--- src/rtl/parallel_serial_pkg.sv ---
// Shared serial-link constants: link width, COM/idle symbol and transmitter FSM encodings.
package parallel_serial_pkg;
    localparam int         LINK_WIDTH = 8;
    localparam logic [7:0] COM_SYM    = 8'hBC;

    localparam logic [1:0] ST_LOAD  = 2'd0;
    localparam logic [1:0] ST_ALIGN = 2'd1;
    localparam logic [1:0] ST_RUN   = 2'd2;
endpackage

--- src/rtl/parallel_serial_shreg.sv ---
// WIDTH-bit parallel-load, left-shift register; its MSB is the serial output.
module piso_shreg #(
    parameter int WIDTH = 8
) (
    input  logic             clk_i,
    input  logic             rst_ni,
    input  logic             load_i,
    input  logic             shift_i,
    input  logic [WIDTH-1:0] data_i,
    output logic             msb_o
);
    logic [WIDTH-1:0] shreg_q;

    always_ff @(posedge clk_i or negedge rst_ni) begin
        if (!rst_ni)
            shreg_q <= '0;
        else if (load_i)
            shreg_q <= data_i;
        else if (shift_i)
            shreg_q <= {shreg_q[WIDTH-2:0], 1'b0};
    end

    assign msb_o = shreg_q[WIDTH-1];
endmodule

--- src/rtl/parallel_serial.sv ---
// Serial-link transmitter: idle preamble after reset, then one byte (or idle) per WIDTH-bit slot, MSB first.
module parallel_serial
    import parallel_serial_pkg::*;
#(
    parameter int               WIDTH       = LINK_WIDTH,
    parameter logic [WIDTH-1:0] IDLE_SYM    = WIDTH'(COM_SYM),
    parameter int               ALIGN_COUNT = 4
) (
    input  logic             CLK,
    input  logic             RESET,
    input  logic [WIDTH-1:0] DATA_IN,
    input  logic             VALID_IN,
    output logic             READY_OUT,
    output logic             DATA_OUT,
    output logic             SENDING
);
    localparam int BW = (WIDTH > 1) ? $clog2(WIDTH) : 1;
    localparam int SW = $clog2(ALIGN_COUNT + 1);
    localparam logic [BW-1:0] LAST_BIT = BW'(WIDTH - 1);
    localparam logic [SW-1:0] LAST_SYM = SW'(ALIGN_COUNT - 1);

    logic [1:0]       state_q, state_d;
    logic [BW-1:0]    bit_cnt_q, bit_cnt_d;
    logic [SW-1:0]    sym_cnt_q, sym_cnt_d;
    logic             sending_q, sending_d;
    logic             load, shift, run_bnd, boundary;
    logic [WIDTH-1:0] load_val;

    assign boundary = (bit_cnt_q == LAST_BIT);

    // The last preamble boundary already hands off to RUN, so data can land right after the preamble.
    assign READY_OUT = boundary &&
                       (state_q == ST_RUN || (state_q == ST_ALIGN && sym_cnt_q == LAST_SYM));
    assign SENDING   = sending_q;

    always_comb begin
        state_d   = state_q;
        bit_cnt_d = bit_cnt_q;
        sym_cnt_d = sym_cnt_q;
        sending_d = sending_q;
        load      = 1'b0;
        shift     = 1'b0;
        run_bnd   = 1'b0;
        load_val  = IDLE_SYM;
        if (state_q == ST_LOAD) begin
            load      = 1'b1;
            bit_cnt_d = '0;
            sym_cnt_d = '0;
            state_d   = ST_ALIGN;
        end else if (!boundary) begin
            shift     = 1'b1;
            bit_cnt_d = bit_cnt_q + 1'b1;
        end else begin
            bit_cnt_d = '0;
            load      = 1'b1;
            if (state_q == ST_ALIGN) begin
                sym_cnt_d = sym_cnt_q + 1'b1;
                if (sym_cnt_q == LAST_SYM) begin
                    state_d = ST_RUN;
                    run_bnd = 1'b1;
                end
            end else begin
                run_bnd = 1'b1;
            end
            if (run_bnd) begin
                sending_d = VALID_IN;
                if (VALID_IN)
                    load_val = DATA_IN;
            end
        end
    end

    always_ff @(posedge CLK or negedge RESET) begin
        if (!RESET) begin
            state_q   <= ST_LOAD;
            bit_cnt_q <= '0;
            sym_cnt_q <= '0;
            sending_q <= 1'b0;
        end else begin
            state_q   <= state_d;
            bit_cnt_q <= bit_cnt_d;
            sym_cnt_q <= sym_cnt_d;
            sending_q <= sending_d;
        end
    end

    piso_shreg #(.WIDTH(WIDTH)) u_shreg (
        .clk_i   (CLK),
        .rst_ni  (RESET),
        .load_i  (load),
        .shift_i (shift),
        .data_i  (load_val),
        .msb_o   (DATA_OUT)
    );
endmodule
--- config.mk ---
export PLATFORM = sky130hd
export DESIGN_NAME = parallel_serial
export DESIGN_NICKNAME = d
export VERILOG_FILES = /design/src/rtl/parallel_serial_pkg.sv /design/src/rtl/parallel_serial_shreg.sv /design/src/rtl/parallel_serial.sv
export SDC_FILE = /design/constraint.sdc
export NUM_CORES = 1
export LEC_CHECK = 0
export ABC_AREA = 1
export BUFFER_PORTS_ARGS = -buffer_cell sky130_fd_sc_hd__buf_2
export CELL_PAD_IN_SITES_DETAIL_PLACEMENT = 2
export CELL_PAD_IN_SITES_GLOBAL_PLACEMENT = 2
export CORE_ASPECT_RATIO = 1.75
export CORE_MARGIN = 2
export CORE_UTILIZATION = 34
export CTS_CLUSTER_SIZE = 14
export DETAILED_ROUTE_END_ITERATION = 8
export PLACE_DENSITY_LB_ADDON = 0.1
export SLEW_MARGIN = 20
export SYNTH_ARGS = -nofsm -noshare
export SYNTH_HDL_FRONTEND = slang
export SYNTH_SLANG_ARGS = --single-unit
export TNS_END_PERCENT = 50
--- constraint.sdc ---
create_clock -name CLK -period 4 [get_ports CLK]
set_input_delay 0.4 -clock CLK [delete_from_list [all_inputs] [get_ports CLK]]
set_output_delay 0.4 -clock CLK [all_outputs]
set_load 0.01 [all_outputs]
==> key figures, run 1 <==
STA
  • Max Slew Vio Count: 0
  • Minimum clock period: 1920 ps
  • Period utilization: 48.0%
  • Fin. Hold Viols: 0
  • Setup TNS: 0 ps
  • Final setup fails: 0
  • Fmax: ~0.52 GHz
  • Least-Margin Pin Slew: 491 ps
  • Clk_skew: 2.76 ps
  • Slew margin rel.: 67.3%
  • RSZ-0062 raised after global routing: false

Logic synthesis
  • Mapped Area: 790 sq um
  • Count leader, synth: nor2_1
  • Top cells by area, synth: dfrtp_1 (54%), nor2_1 (10%), nand2_1 (6.7%), ha_1 (6.3%), inv_1 (6.2%)
  • Sequential area share after synthesis: 53.9%
  • Mapped Cells: 89
  • FF+latch count, synth: 17
  • Area leader, netlist: dfrtp_1
  • Post-synth EDFFs: 0
  • Top_reg_cell synth: dfrtp_1
  • Post-synth top cells: nor2_1 (21), dfrtp_1 (17), nand2_1 (14)
  • Synth warn: 0
  • Syn nets: approximately 100
  • Mean Syn Cell Area: approximately 8.9 sq um
  • Post-synth top area share: 53.9%
  • Synth unique cells: 17
  • Ys async rst share: 100%

Floorplanning
  • I/O pin count: 14
  • Number of cell rows: 23
  • Die Wd: 40.4 um
  • CORE AREA: 2240 sq um
  • Die area: 2740 sq um
  • Die Y: 67.7 um
  • Starting Density: about a third

Clock network
  • Clock transition at the registers of the reported paths: around 70 ps
  • # hold bufs at CTS: 0
  • Clk root buf: clkbuf_8
  • Clock Latency Late Sink: 260 ps
  • H-Tree Depth: 1
  • Max clock buf depth: 2
  • TritonCTS buffer count: 3
  • Post-CTS Setup Bufs: 0
  • PostCTS Resize Cnt: 0
  • Clock Sinks: 17
  • CTS tree: done

Critical path
  • Critical Path, Cell by Cell: ha_1, ha_1, nand2_1, a21oi_1, buf_2
  • Slowest stage cell, crit path: dfrtp_1
  • Critical path endpoint category: output port
  • Worst-path maximum fanout: 7
  • Critical Path Max Stage Delay: 360 ps
  • Most common cell on crit path: ha_1
  • Kind of critical path: flip-flop to output port
  • Worst Path Arrival: 1520 ps
  • Critical path required time: 3600 ps
  • Worst Setup Start Kind: flip-flop

GRT
  • Initial antenna violation count: 0
  • Largest net degree at the start of global routing: 18
  • Gr usage total: between 10% and 20%
  • Vias in the first global route: 696
  • Global-route wire length before repair: ~3100 um
  • Grt total ovfl: 0

Power
  • Pwr per Cell Area: 358 nW/um^2
  • P_leak: 0.000472 uW
  • Tot Pwr: 324 uW
  • Worst VDD drop: 0.213 mV

Route
  • Via density: just under 5
  • Initial DRC count: 5
  • Wire per inst: 14.4 um
  • Final wirelength: between 1500 and 2000 um
  • # DRC: 0
  • DR vias: 620
  • Number of routed nets with antenna violations: 0
  • DRT Pass-1 Iters: 3

Run
  • Max-Cap Viols: 0

Placement
  • Dpl cell area: 860 sq um
  • GPL Wtd Cong: 0.654
  • Hpwl dp: 1430 um
  • Port Buffers: 13

Finish
  • ANT cells: 0
  • Fin area: 905 sq um
  • Final net count: roughly 120
  • Share of cells above drive strength 1: 21.4%
  • Final core utilization: 40.3%
  • P&R area growth vs syn: 14.6%

Outcome
  • Run status: finished clean

Hold path
  • Worst hold path type: primary input to async pin
-- per-layer routing --
metal  wire length, um  vias up  track usage (%)
met3                49        5             3.29
met4                64        0             12.5
met5                 0        -                0
li1                  -      299                -
met1               645      305             15.9
met2              1090       11             31.5
-- kinds of logic (layout without fill, tap and decap cells) --
group	after synthesis	after routing	synth area share [%]
and+or+nand+nor	43	43	24.2
adders and majority gates	4	4	6.34
buffers and inverters	17	31	9.98
AOI/OAI and AO/OA	8	8	5.55
DFF	17	17	53.9
-- area by class of cell --
cell class,count,area [sq um]
Clock buffer,4,45.0
Inverter,14,52.6
Multi-Input combinational cell,55,285
Tap cell,25,31.3
Timing Repair Buffer,13,65.1
Fill cell,270,1340
Sequential cell,17,425
-- critical path: cells and delay by family (launching register included) --
| kind | cells | cell delay [ps] |
|---|---|---|
| flops | 1 | 360 |
| fa+ha+maj | 2 | 510 |
| simple gates | 1 | 120 |
| compound gates | 1 | 120 |
| buf+inv | 1 | 150 |
-- registers in the layout, summed over array words and instances, names as in the netlist --
signal           cells
state_q              2
bit_cnt_q            3
SENDING              1
sym_cnt_q            3
u_shreg.shreg_q      8
-- power by group --
group	internal, uW	leakage (uW)	total [uW]	switching (uW)
logic	6.64	0.000246	15.6	8.94
registers	176	0.000204	178	1.30
clock network	70.9	0.0000228	131	59.9
-- per-stage QoR --
step           instances  hold slack [ps]  setup slack [ps]
6_report             128             60.2              2080
5_1_grt              128             70.9              2000
4_1_cts              128             61.6              2030
3_5_place_dp         124              350              2340
3_3_place_gp         124              345              2390
2_1_floorplan         89              104              2580
-- placed cells by master, fill, tap and decap left out --
cell type,synthesis,routed
nand2_2,1,1
o21ai_2,1,1
o21ai_0,4,4
nand3_4,1,1
inv_1,13,13
inv_2,1,1
nor2_1,21,21
a21oi_1,1,1
clkbuf_8,0,3
ha_1,4,4
clkbuf_1,0,1
nand2_1,14,14
o21ai_1,2,2
nor2_2,2,2
dfrtp_1,17,17
nand4_1,3,3
buf_2,0,13
nand3_1,1,1
-- final timing paths --
kind	endpoint	depth (start not counted)	start	slack, ps
worst max-delay path	READY_OUT	5	bit_cnt_q[0]	2080
worst min-delay path	sym_cnt_q[2]	1	RESET	60
worst max register to register	u_shreg.shreg_q[2]	7	bit_cnt_q[0]	2400
worst min register to register	bit_cnt_q[0]	1	bit_cnt_q[0]	440
max in group asynchronous	u_shreg.shreg_q[1]	1	RESET	3650
min in group CLK	u_shreg.shreg_q[0]	3	DATA_IN[0]	350
Note: power is estimated with default switching activity, not from simulation.
==> run 2, diff against run 1 <==
Settings changed: CORE_UTILIZATION 34 to 28.
Clock period 4 ns to 1.6 ns, I/O delays scaled along.
==> run 2 against run 1 <==
Combinational power grew to 2.6 times the previous value; sequential power grew to 2.5 times the previous value; critical endpoint unchanged; setup slack worse by 2000 ps; via count is 3.4% higher; non-clock buffer count is 6 higher; sequential cell count stayed put; clock skew is 1.6 ps lower; utilization is 2.7 points lower; die area is 20% higher; cell count is 6.3% higher; clock-buffer cell count stayed put.
==> key figures, run 2 (same netlist as run 1, synthesis figures left out) <==
Critical path
  • Slowest stage cell, crit path: dfrtp_1
  • Critical Path, Cell by Cell: ha_2, ha_4, nand2_4, nand2_4, nand2_4, a21oi_2, buf_2
  • Kind of critical path: flip-flop to output port
  • Worst-path maximum fanout: 2 (-5)
  • WP buf/inv: 1 (unchanged)
  • R2r setup slk: 180 ps (-2220 ps)
  • Critical path endpoint category: output port
  • CP top delay family: flip-flops
  • Most common cell on crit path: nand2_4
  • Critical path required time: 1440 ps (-2160 ps)
  • Critical Path Max Stage Delay: 380 ps (+20 ps)
  • Worst Setup Start Kind: flip-flop
  • Worst Path Arrival: 1380 ps (-140 ps)

GRT
  • Global-route wire length before repair: 3210 um (+4.5%)
  • Vias in the first global route: 675 (-3.0%)
  • Gr usage total: 14.1% (-3.4 points)
  • Routing usage on met2: 23.5% (-8.0 points)
  • Grt total ovfl: 0 (unchanged)
  • Grt met3 use: 2.18% (-1.1 points)
  • Most Used Layer, Global Route: met2
  • Initial antenna violation count: 0 (unchanged)
  • Met1 Use GR: 15.9% (+0.036 points)
  • Largest net degree at the start of global routing: 18 (unchanged)

Power
  • Sw frac: 20.7% (-0.92 points)
  • Tot Pwr: 802 uW (+150%)
  • Pwr per Cell Area: 792 nW/um^2 (+120%)
  • Internal: 636 uW (+150%)
  • Worst VDD drop: 0.391 mV (+84%)
  • Switch Pwr: 166 uW (+140%)
  • Seq pwr share: 55.4% (+0.6 points)
  • Gate power share: 5.0% (+0.2 points)
  • Clock Power Share: 39.5% (-0.8 points)
  • P_leak: 0.000511 uW (+8.2%)

Floorplanning
  • Number of cell rows: 25 (+8.7%)
  • CORE AREA: 2690 sq um (+20%)
  • Starting Density: 29.3% (-5.8 points)
  • Die Wd: 44.1 um (+9.2%)
  • I/O pin count: 14 (unchanged)
  • Die area: 3280 sq um (+20%)
  • Die Y: 74.2 um (+9.6%)

Finish
  • Final net count: 125 (+5.0%)
  • Finished Layout Cells: 136 (+6.3%)
  • Regs by FF count: u_shreg.shreg_q x8, bit_cnt_q x3, sym_cnt_q x3
  • Most frequent cells in the layout: nor2_1 (21), dfrtp_1 (17), inv_1 (13), buf_2 (13), nand2_1 (12)
  • Max reg flops: 8 (unchanged)
  • ANT cells: 0 (unchanged)
  • P&R area growth vs syn: 28.2%
  • Share of cells above drive strength 1: 31.2% (+9.8 points)
  • Commonest non-fill, non-tap cell in the layout: nor2_1
  • Reg with most FFs: u_shreg.shreg_q

Route
  • # DRC: 0 (unchanged)
  • Number of routed nets with antenna violations: 0 (unchanged)
  • Final wirelength: 1950 um (+5.2%)
  • Wire per inst: 14.3 um (-0.94%)
  • DR vias: 641 (+3.4%)
  • Via density: 4.71 (-2.7%)
  • Initial DRC count: 1 (-4)
  • DRT Pass-1 Iters: 2 (-1)

Run
  • Max-Cap Viols: 0 (unchanged)

Clock network
  • Max clock buf depth: 2 (unchanged)
  • TritonCTS buffer count: 3 (unchanged)
  • Clock transition at the registers of the reported paths: 60 ps (about the same)
  • CTS tree: done
  • H-Tree Depth: 1 (unchanged)
  • Clock Sinks: 17 (unchanged)
  • Clock Latency Late Sink: 250 ps (about the same)
  • Clk root buf: clkbuf_8

STA
  • RSZ-0062 raised after global routing: false
  • Clk_skew: 1.15 ps (-1.61 ps)
  • Minimum clock period: 1540 ps
  • Fmax: 0.651 GHz
  • Slew margin rel.: 66.1% (-1.2 points)
  • Fin. Hold Viols: 0 (unchanged)
  • Least-Margin Pin Slew: 508 ps (+17.3 ps)
  • Max Slew Vio Count: 0 (unchanged)
  • Setup TNS: 0 ps (unchanged)
  • Period utilization: a little over nine tenths
  • Final setup fails: 0 (unchanged)

Placement
  • Placed insts: 128 (+3.2%)
  • GPL Wtd Cong: 0.749 (+14%)
  • Hpwl dp: 1350 um (-5.2%)
  • Port Buffers: 13 (unchanged)

Hold path
  • Worst hold path type: primary input to flip-flop

Outcome
  • Run status: finished clean
[run 2: cell count changes in the layout (fill, tap and decap cells not counted), sizes merged]
cell,delta
buf,+5
dlygate4sd3,+1
[run 2: metrics by stage]
stage / worst slack, ps / hold slack, ps / utilization, % / area, sq um
global route: 0.113 / 133 / 37.6 / 1010
global placement: 122 / 118 / 32.6 / 877
detailed placement: 101 / 117 / 32.6 / 877
CTS: 0.193 / 110 / 35.3 / 951
floorplan: 182 / -136 / - / 790
finish: 64.3 / 115 / 37.6 / 1010
[run 2: worst min-delay path, delay by kind of cell]
| family | cells | cell delay, ps |
|---|---|---|
| buf+inv | 2 | 140 |
| simple gates | 1 | 40 |
[run 2: area by class of cell]
type                    instances  area, sq um
well taps                      27         33.8
fillers                       309         1680
multi-input cells              55          339
repair buffers                 19          116
clock buffers                   4         45.0
inverters                      14         52.6
flip-flops and latches         17          425
[run 2: worst paths after layout]
kind | to | cells past startpoint | startpoint
setup reg to reg | sym_cnt_q[0] | 6 | bit_cnt_q[0]
hold reg to reg | u_shreg.shreg_q[6] | 2 | u_shreg.shreg_q[5]
hold / removal | u_shreg.shreg_q[0] | 3 | DATA_IN[0]
max in group asynchronous | state_q[0] | 2 | RESET
min in group asynchronous | sym_cnt_q[2] | 2 | RESET
setup / recovery | READY_OUT | 7 | sym_cnt_q[1]
[run 2: layer usage]
| metal | vias to the layer above | routed length [um] |
|---|---|---|
| li1 | 311 | - |
| met1 | 316 | 782 |
| met2 | 10 | 1060 |
| met3 | 4 | 52 |
| met4 | 0 | 52 |
| met5 | - | 0 |
[run 2: power by group through the flow]
stage / Sequential (uW) / Clock (uW) / Combinational (uW)
6_report: 445 / 317 / 40.4
5_1_grt: 445 / 351 / 47.8
4_1_cts: 445 / 333 / 42.2
3_5_place_dp: 453 / 0 / 40.4
3_3_place_gp: 453 / 0 / 39.3
2_1_floorplan: 453 / 0 / 12.1
[run 2: repair_timing]
| action | CTS | global route |
|---|---|---|
| resized for setup | 4 | 9 |
| pin swaps | 0 | 2 |
| setup endpoints to repair | 1 | 1 |
| hold buffers | 1 | 0 |
| endpoints found under the hold margin | 17 | 0 |
| setup buffers | 1 | 2 |
==> run 3, diff against run 2 <==
Settings changed: ABC_AREA 1 to default, CORE_UTILIZATION 28 to 30.
==> run 3 against run 2 <==
Power about the same; sequential power about the same; largest cell class unchanged; largest power group unchanged; non-clock buffer count unchanged; critical endpoint unchanged; global-route usage down 0.71 points; setup slack worse by 55 ps.
==> key figures, run 3 <==
Route
  • Wire per inst: 15.6 um (+9.3%)
  • Initial DRC count: 2 (+1)
  • DR vias: 556 (-13%)
  • Final wirelength: 1720 um (-12%)
  • DRT Pass-1 Iters: 2 (unchanged)
  • Number of routed nets with antenna violations: 0 (unchanged)
  • Via density: 5.05 (+7.2%)
  • # DRC: 0 (unchanged)

GRT
  • Vias in the first global route: 636 (-5.8%)
  • Gr usage total: 13.4% (-0.71 points)
  • Global-route wire length before repair: 2930 um (-8.6%)
  • Largest net degree at the start of global routing: 18 (unchanged)
  • Grt total ovfl: 0 (unchanged)
  • Initial antenna violation count: 0 (unchanged)

Placement
  • Placed insts: 102 (-20%)
  • Hpwl dp: 1270 um (-5.8%)
  • GPL Wtd Cong: 0.617 (-18%)
  • Dpl cell area: 832 sq um (-5.1%)
  • Port Buffers: 13 (unchanged)

Finish
  • Final net count: 101 (-19%)
  • Reg with most FFs: u_shreg.shreg_q
  • Finished Layout Cells: 110 (-19%)
  • Seq. cell area: 425 sq um (unchanged)
  • Regs by FF count: u_shreg.shreg_q x8, bit_cnt_q x3, sym_cnt_q x3
  • Fin area: 936 sq um (-7.5%)
  • Most frequent cells in the layout: dfrtp_1 (17), buf_2 (13), nand2_1 (8), buf_4 (5), o22a_1 (4)
  • # fillers: 259 (-16%)
  • Footprint of the multi-input gates: 310 sq um (-8.5%)
  • Commonest non-fill, non-tap cell in the layout: dfrtp_1
  • Share of cells above drive strength 1: 32.9% (+1.7 points)
  • ANT cells: 0 (unchanged)
  • P&R area growth vs syn: 27.0%
  • Max reg flops: 8 (unchanged)

Clock network
  • Clock Sinks: 17 (unchanged)
  • Clock transition at the registers of the reported paths: 70 ps (about the same)
  • Clk root buf: clkbuf_8
  • Max clock buf depth: 2 (unchanged)
  • CTS tree: done
  • Clock Latency Late Sink: 250 ps (about the same)
  • H-Tree Depth: 1 (unchanged)
  • TritonCTS buffer count: 3 (unchanged)

STA
  • Minimum clock period: 1590 ps (+54.7 ps)
  • Period utilization: 99.4% (+3.4 points)
  • Slew margin rel.: 74.1% (+8.0 points)
  • Max Slew Vio Count: 0 (unchanged)
  • Clk_skew: 2.79 ps (+1.65 ps)
  • Fin. Hold Viols: 0 (unchanged)
  • Setup TNS: 0 ps (unchanged)
  • Least-Margin Pin Slew: 389 ps (-120 ps)
  • Final setup fails: 0 (unchanged)
  • Fmax: 0.629 GHz (-3.4%)
  • RSZ-0062 raised after global routing: true

Logic synthesis
  • Post-synth EDFFs: 0 (unchanged)
  • Mapped Area: 737 sq um (-6.7%)
  • Syn nets: 79 (-24%)
  • Mean Syn Cell Area: 11.5 sq um (+30%)
  • Sequential area share after synthesis: 57.7% (+3.8 points)
  • Post-synth top area share: 57.7% (+3.8 points)
  • Mapped Cells: 64 (-28%)
  • Top cells by area, synth: dfrtp_1 (58%), ha_1 (6.8%), o22a_1 (4.8%), nand2_1 (4.6%), and2_1 (2.5%)
  • Count leader, synth: dfrtp_1
  • Ys async rst share: 100% (unchanged)
  • Synth unique cells: 23 (+6)
  • Post-synth top cells: dfrtp_1 (17), nand2_1 (9), ha_1 (4), o22a_1 (4)
  • FF+latch count, synth: 17 (unchanged)
  • Area leader, netlist: dfrtp_1
  • Synth warn: 0 (unchanged)
  • Top_reg_cell synth: dfrtp_1

Power
  • Pwr per Cell Area: 856 nW/um^2 (+8.0%)
  • P_leak: 0.000454 uW (-11%)
  • Internal: 638 uW (+0.27%)
  • Worst VDD drop: 0.409 mV (+4.6%)
  • Gate power share: 4.7% (-0.3 points)
  • Switch Pwr: 164 uW (-1.5%)
  • Clock Power Share: 39.8% (+0.3 points)
  • Seq pwr share: 55.5% (about the same)
  • Sw frac: 20.4% (-0.29 points)

Critical path
  • Kind of critical path: flip-flop to output port
  • Worst Path Arrival: 1430 ps (+50 ps)
  • Slowest stage cell, crit path: dfrtp_1
  • Critical path required time: 1440 ps (about the same)
  • CP top delay family: flip-flops
  • WP buf/inv: 1 (unchanged)
  • Critical Path, Cell by Cell: ha_2, ha_4, nand2_2, o21ai_2, and2_1, buf_2
  • Worst Setup Start Kind: flip-flop
  • Worst-path maximum fanout: 3 (+1)
  • Critical Path Max Stage Delay: 400 ps (+20 ps)
  • Critical path endpoint category: output port

Floorplanning
  • Die Wd: 41.5 um (-6.1%)
  • I/O pin count: 14 (unchanged)
  • Die area: 2880 sq um (-12%)
  • CORE AREA: 2300 sq um (-14%)
  • Number of cell rows: 23 (-8.0%)
  • Starting Density: 32.0% (+2.7 points)
  • Die Y: 69.6 um (-6.3%)

Run
  • Max-Cap Viols: 0 (unchanged)

Hold path
  • Worst hold path type: primary input to flip-flop

Outcome
  • Run status: finished clean
-- run 3: cell types whose count changed after synthesis, moves of 3 or more --
cell / previous run / this run
nand4_1: 3 / 0
inv_1: 13 / 3
o21ai_0: 4 / 1
nand2_1: 14 / 9
nor2_1: 21 / 2
o22a_1: 0 / 4
and2_1: 0 / 3
-- run 3: path summary, 6_finish.rpt --
kind                              start            endpoint  slack (ps)  cells past startpoint
max                        sym_cnt_q[1]           READY_OUT          10                      6
min                          DATA_IN[0]  u_shreg.shreg_q[0]         120                      2
max reg2reg                sym_cnt_q[1]  u_shreg.shreg_q[6]         110                      5
min reg2reg                bit_cnt_q[0]        bit_cnt_q[0]         440                      1
max in group asynchronous         RESET  u_shreg.shreg_q[4]         960                      2
min in group asynchronous         RESET  u_shreg.shreg_q[5]         360                      2
-- run 3: final cells by class --
cell class | count | area share [%]
flip-flops and latches | 17 | 45.5
well taps | 25 | 3.34
multi-input cells | 42 | 33.2
repair buffers | 19 | 12.0
clock buffers | 4 | 4.81
inverters | 3 | 1.20
-- run 3: stage by stage --
| step | worst slack [ps] | util [%] | power, uW | hold WS (ps) |
|---|---|---|---|---|
| floorplan | 138 | - | 463 | -136 |
| global placement | 95.0 | 36.1 | 490 | 107 |
| detailed placement | 56.7 | 36.1 | 490 | 111 |
| CTS | 8.69 | 39.3 | 816 | 120 |
| global route | -49.1 | 40.7 | 837 | 125 |
| finish | 9.57 | 40.7 | 801 | 120 |
-- run 3: cell families after synthesis --
family | after synthesis | synth area share [%]
and+or+nand+nor | 25 | 17.2
DFF | 17 | 57.7
AOI/OAI and AO/OA | 13 | 14.6
buffers and inverters | 5 | 3.73
adders and majority gates | 4 | 6.79
-- run 3: layer usage --
metal  vias to the layer above  GRT usage, %  share of wire, %
li1                        264             -                 -
met1                       275          13.5                37
met2                        13          25.0                57
met3                         4          2.60               4.1
met4                         0          6.45               1.9
met5                         -             0                 0
-- run 3: what timing repair did --
action	CTS	global route
hold buffers	1	0
pin swaps	0	3
setup endpoints to repair	1	1
setup buffers	2	2
endpoints found under the hold margin	17	0
resized for setup	5	3
-- run 3: power groups by stage --
stage	combinational (uW)	clock, uW	sequential (uW)
global route	42.9	348	446
global placement	36.8	0	453
floorplan	10.0	0	453
finish	37.7	319	445
CTS	39.8	331	445
detailed placement	37.4	0	453
